<file path="config.mk">
export PLATFORM = sky130hd
export DESIGN_NAME = osbm_arb
export DESIGN_NICKNAME = d
export VERILOG_FILES = /design/src/rtl/osbm_arb.sv
export SDC_FILE = /design/constraint.sdc
export NUM_CORES = 1
export LEC_CHECK = 0
export CAP_MARGIN = 20
export CELL_PAD_IN_SITES_DETAIL_PLACEMENT = 2
export CELL_PAD_IN_SITES_GLOBAL_PLACEMENT = 2
export CORE_MARGIN = 10
export CORE_UTILIZATION = 23
export CTS_BUF_LIST = sky130_fd_sc_hd__clkbuf_4
export CTS_CLUSTER_DIAMETER = 200
export DETAILED_ROUTE_END_ITERATION = 10
export PLACE_DENSITY_LB_ADDON = 0.2
export SLEW_MARGIN = 0
export SYNTH_ARGS = -nofsm -noshare
export SYNTH_HDL_FRONTEND = slang
export SYNTH_SLANG_ARGS = --single-unit
</file>
<file path="constraint.sdc">
create_clock -name clk -period 3.2 [get_ports clk]
set_input_delay 0.64 -clock clk [delete_from_list [all_inputs] [get_ports clk]]
set_output_delay 0.64 -clock clk [all_outputs]
set_load 0.005 [all_outputs]
</file>
<file path="src/rtl/osbm_arb.sv">
// Output-side arbiter for one switch output port: round-robin grant among the
// input ports, then forwards the owner's flits until a TAIL flit passes.
module osbm_arb #(
  parameter int NIN = 4,
  parameter int DW  = 16,
  parameter int IW  = 2
) (
  input  logic              clk,
  input  logic              rst,
  input  logic [NIN-1:0]    req,
  output logic [NIN-1:0]    ack,
  input  logic [NIN-1:0]    empty,
  input  logic [NIN*DW-1:0] din,
  input  logic [NIN*2-1:0]  tin,
  output logic [DW-1:0]     dout,
  output logic [1:0]        tout,
  output logic              vout,
  output logic              busy,
  output logic [IW-1:0]     owner
);

  // state | meaning
  // INIT  | port free; arbitrate and capture the grant-cycle flit
  // XFER  | a packet owns the port until its TAIL flit is captured
  typedef enum logic {INIT = 1'b0, XFER = 1'b1} state_t;

  localparam logic [1:0] TAIL = 2'b11;

  state_t        state, state_nxt;
  logic [IW-1:0] prio;
  logic [IW-1:0] win;
  logic [IW-1:0] cur;
  logic          grant;
  logic          cap;
  logic          last;

  function automatic logic [IW-1:0] wrap(input int v);
    return IW'(v % NIN);
  endfunction

  // Scan from the highest offset down so the lowest offset from prio wins.
  always_comb begin
    win = '0;
    for (int k = NIN - 1; k >= 0; k--) begin
      if (req[wrap(int'(prio) + k)]) win = wrap(int'(prio) + k);
    end
  end

  always_comb begin
    grant     = (state == INIT) && (|req);
    cur       = (state == INIT) ? win : owner;
    cap       = (grant || (state == XFER)) && !empty[cur];
    last      = cap && (tin[int'(cur)*2 +: 2] == TAIL);
    state_nxt = state;
    case (state)
      INIT: if (grant && !last) state_nxt = XFER;
      XFER: if (last) state_nxt = INIT;
      default: state_nxt = INIT;
    endcase
    // Gated by rst so the grant drops the moment reset asserts.
    ack = '0;
    if (grant && !rst) ack[win] = 1'b1;
  end

  always_ff @(posedge clk or posedge rst) begin
    if (rst) begin
      state <= INIT;
      prio  <= '0;
      owner <= '0;
      vout  <= 1'b0;
      dout  <= '0;
      tout  <= '0;
    end else begin
      state <= state_nxt;
      vout  <= cap;
      if (grant) owner <= win;
      if (last)  prio  <= wrap(int'(cur) + 1);
      if (cap) begin
        dout <= din[int'(cur)*DW +: DW];
        tout <= tin[int'(cur)*2 +: 2];
      end
    end
  end

  assign busy = (state == XFER);

endmodule

</file>
### After elaboration in Yosys (flattened, before gate mapping)

Index checks and enable logic that the tools add are counted.

| storage, ports and cells | value |
|---|---|
| flip-flop bits (word level) | 24 |
| latch bits | 0 |
| RAM bits | 0 |
| memory bits (read-only) | 0 |
| bits of input ports | 82 |
| output and inout port bits | 26 |
| logic and storage cells | 53 |
| memories | 0 |

| cells by class | value |
|---|---|
| add/subtract/negate cells | 4 |
| $mul | 0 |
| divide/modulo/power cells | 0 |
| $lt $le $gt $ge | 7 |
| eq/ne operators | 1 |
| shift operators | 2 |
| muxes and demuxes | 21 |
| bitwise operators | 1 |
| reductions and logical operators | 11 |

Operators by type and width:

| operator | count |
|---|---|
| 64-bit by 7-bit variable part select with 16-bit output | 1 |
| 2-bit by 3-bit less-than comparator with 1-bit output (second input constant) | 6 |
| 1-bit binary-select mux with 2-bit select | 5 |
| 2-bit two-way mux | 5 |
| 1-bit two-way mux | 8 |
| 8-bit by 4-bit variable part select with 2-bit output | 1 |
| 1-bit logical AND | 6 |
| 2-bit by 1-bit adder with 2-bit output (second input constant) | 2 |
| 2-bit adder (second input constant) | 2 |
| 4-bit two-way mux | 1 |
| 4-bit OR reduction | 1 |
| 1-bit zero test | 3 |
| 1-bit demux with 2-bit select | 1 |
| 2-bit == test (second input constant) | 1 |
| 2-bit by 1-bit greater-or-equal comparator with 1-bit output (second input constant) | 1 |
| 1-bit one-hot mux with 2 select lines | 1 |
| 1-bit logical OR | 1 |
| 1-bit NOT | 1 |

### Depth between registers and ports, before layout

| depth | value |
|---|---|
| depth after elaboration | 17 |
| depth in mapped cells | 9 |
| mapped depth without buffers | 7 |

### Least setup slack after synthesis

OpenSTA, ideal clock, no wires.

| path | value |
|---|---|
| path type | input port to flip-flop |
| start | input req[2] |
| end | register prio[1] |
| setup time | 0.125 ns |
| data arrival time | 2.609 ns |
| slack | 0.466 ns |
| stages | 6 |
| buffers on the path | 0 |
| cells stage by stage | nor2b_2 > o21a_1 > o41ai_4 > mux2_2 > a2111oi_4 > mux2_4 |

| between the ends | value |
|---|---|
| longest elaborated chain between the ends | 12 |
| elaborated cells between the ends (all ways) | 24 |
| those cells by class | add/sub: 1; eq/ne: 1; shift: 1; mux: 15; reduce/logical: 6 |

RTL lines:

| element | line | source |
|---|---|---|
| start, declared | 10 | `input logic [NIN-1:0] req,` |
| parallel branches: the longest is 12 deep, another holds 8-bit by 4-bit variable part select with 2-bit output | n/a |  |
| end signal, assigned | 77 | `if (last) prio <= wrap(int'(cur) + 1);` |
| end, declared | 30 | `logic [IW-1:0] prio;` |

Several ways; the timed one is not identified. The select of a mux whose other input is x is not followed.
A chain may end at the register's enable or synchronous reset.

### Worst setup path in the final report

| path | value |
|---|---|
| start | input req[3] |
| end | output ack[1] |

| between the ends | value |
|---|---|
| longest elaborated chain between the ends | 11 |
| elaborated cells between the ends (all ways) | 21 |
| those cells by class | order compare: 2; mux: 15; reduce/logical: 4 |

RTL lines:

| element | line | source |
|---|---|---|
| 1-bit binary-select mux with 2-bit select | 45 | `if (req[wrap(int'(prio) + k)]) win = wrap(int'(prio) + k);` |
| 1-bit two-way mux (not written as such) | 45 |  |
| 2-bit two-way mux (4 in series) | 45 |  |
| 2-bit by 3-bit less-than comparator with 1-bit output (not written as such) or 2-bit by 1-bit greater-or-equal comparator with 1-bit output (tied branches) | 62 | `if (grant && !rst) ack[win] = 1'b1;` |
| 1-bit logical AND (not written as such) | 62 |  |
| 1-bit two-way mux (not written as such) | 62 |  |
| 1-bit demux with 2-bit select | 62 |  |
| 4-bit two-way mux * | 62 |  |
| end, declared | 11 | `output logic [NIN-1:0] ack,` |

Every way passes the cells marked *; elsewhere a longest branch is shown, timed or not. The select of a mux whose other input is x is not followed.

==> impl_metrics.yaml <==
layout:
  area_growth_pct: 79.9
  nets: 339
  layout.area.seq_sq_um: 601
  stdcell_count: 355
  multiInputGateArea_sq_um: 1110
  fill_cells: 750
  num_antenna_cells: 0
  layout-drive-gt1-share: 0.254
  final_util: 0.430
sta:
  finalCritPeriodShare: 0.967
  max_slew_margin: 0.625
  hold-worst-slack_ns: 0.505
  period_minus_slack_ns: 3.10
  worst_pin_slew_ns: 0.562
  max_freq_mhz: 323
  skew_ns: 0.00278
  setup_viol: 0
  hold_violations: 0
  rsz0062_at_grt: "false"
  final_max_slew_viol_count: 0
floorplan:
  fp.dieH_um: 107
  initial_core_util: 0.239
  die_w_um: 107
  ios: 108
  core-area_sq_um: 7330
  dieArea_sq_um: 11500
  num_rows: 31
synth:
  synth_top_area_share: 0.343
  syn_nets: 214
  synth.distinct_cells: 39
  synthCells: 132
  synth-seq-cells: 24
  synth_common_cells: "dfrtp_1 (24), mux2_2 (17), nor2_1 (11)"
  synth-async-reset-ratio: 1.00
  yosysMostFrequentCell: "dfrtp_1"
  ys_seq_area_frac: 0.343
  yosysWarnings: 0
  synth_ff_type: "dfrtp_1"
  synth_area_leader_cell: "dfrtp_1"
  synth-edff-count: 0
  yosys-top-cells-area: "dfrtp_1 (34%), mux4_1 (12%), mux2_2 (11%)"
  syn_area_sq_um: 1750
  syn_area_per_cell_sq_um: 13.3
place:
  port_buffers: 107
  place_congestion: 0.741
  dp_hpwl_um: 6050
  dp.cells: 349
power:
  p_leak_nw: 1.26
  finalPower_w: 0.00242
  max-vdd-ir-drop_v: 0.000249
  power_density_nw_per_um2: 767
global_routing:
  overflow: 0
  grt_max_degree: 25
  grt_first_pass_wirelength_um: 11000
  antenna_found_initial: 0
  met1_usage: 0.133
  grt_pass1_vias: 1917
  grt.met3_usage: 0.0341
  busiest_layer: "met2"
  use_met2: 0.228
  track_usage: 0.122
clock_network:
  cts_tree: "done"
  cts.sinks: 24
  path_clk_slew_ns: 0.13
  clock_latency_ns: 0.32
  cts_buffers: 3
  clock_tree.root_cell: "clkbuf_4"
  cts_max_level: 1
  cts_hold_buf: 0
  ctsLongestPathBuffers: 2
run_status:
  status: "completed"
worst_hold_path:
  hp-class: "flip-flop to flip-flop"
  min_from: "dout[5]"
  hold_path_depth: 1
  hold_end: "dout[5]"
setup_path:
  rr_startpoint: "prio[0]"
  arrival_ns: 2.46
  reg2reg_slack_ns: 0.57
  critical_path.cell_chain: "clkdlybuf4s50_1 > nor2_2 > buf_4 > nor4b_4 > o21ai_1 > nor2_1 > clkdlybuf4s50_1"
  cp_common_cell: "clkdlybuf4s50_1"
  worstPathMaxFanout: 4
  path_class: "input port to output pin"
  startpoint_type: "input port"
  endpoint_kind: "output pin"
  r2r_cells: 7
  slowest_delay_ns: 0.52
  cp_data_required_time_ns: 2.56
  critical_path.slowest_cell: "clkdlybuf4s50_1"
  r2r-end: "prio[1]"
detailed_routing:
  route.detailed.drc: 0
  detail-route-antenna-nets: 0
  wl_per_cell_um: 20.1
  drtPass1Iterations: 4
  wirelength_um: 7140
  detail_route.iter0.violations: 29
  drt-vias-per-instance: 4.60
  via_count: 1633
job:
  drv_cap: 0
[registers in the layout (all words and copies together), names as in the netlist]
name and count:
owner 2, prio 2, vout 1, dout 16, tout 2, busy 1
[area by class of cell]
cell class                 count  share of cell area
inverter                       6             0.00714
multi-input combinational     95               0.353
tap                           99              0.0393
sequential                    24               0.190
clock inverter                 1             0.00119
timing repair buffer         127               0.401
clock buffer                   3             0.00714
[what timing repair did]
action,in CTS,in global routing
resized for setup,10,2
setup endpoints to repair,4,6
pin swaps,2,0
setup buffers,1,0
[where the power goes]
group / switching [W] / leakage [nW] / internal (W)
combinational: 0.000653 / 0.961 / 0.00104
clock: 0.0000927 / 0.0154 / 0.0000457
sequential: 0.000124 / 0.280 / 0.000464
total: 0.000870 / 1.26 / 0.00155
[critical path, delay by kind of cell]
family	cells	cell delay [ns]
AOI/OAI and AO/OA	1	0.12
buffers and inverters	3	1.17
and+or+nand+nor	3	0.53
[stage by stage]
stage,TNS (ns),cell area [sq um],setup slack [ns]
floorplan,0,1750,0.466
global placement,-1.77,3050,-0.155
detailed placement,-2.76,3050,-0.193
CTS,0,3120,0.00930
global route,0,3150,0.00676
finish,0,3150,0.105
[worst max-delay path by stage]
stage                 from      end  slack [ns]  cells after the start
finish              req[3]   ack[1]        0.10                      7
global route        req[3]   ack[1]       0.007                      8
CTS                 req[0]   ack[3]       0.009                      7
detailed placement  req[2]  prio[1]       -0.19                      7
global placement    req[0]  prio[1]       -0.16                      7
floorplan           req[2]  prio[1]        0.47                      6
[metal layers]
| metal | vias up | part of all wire |
|---|---|---|
| met5 | - | 0 |
| met4 | 0 | 0.0074 |
| met3 | 4 | 0.057 |
| met2 | 61 | 0.54 |
| met1 | 811 | 0.39 |
| li1 | 757 | - |
[placed cells by master, fill, tap and decap left out, drive strengths merged, types with 4 or more instances in the layout]
cell type,count
a21oi,4
buf,20
clkdlybuf4s50,104
dfrtp,24
inv,6
mux2,20
mux2i,4
mux4,16
nand2,7
nand2b,4
nor2,11
o21ai,4
[kinds of logic after synthesis]
logic type                count (synthesis)  share of synthesized area
xor gates and xnor gates                  1                    0.00500
AOI/OAI and AO/OA                        22                      0.131
muxes                                    40                      0.376
and+or+nand+nor                          32                     0.0985
DFF                                      24                      0.343
buffers and inverters                    13                     0.0464
No activity file was read; power rests on OpenSTA's default activity.
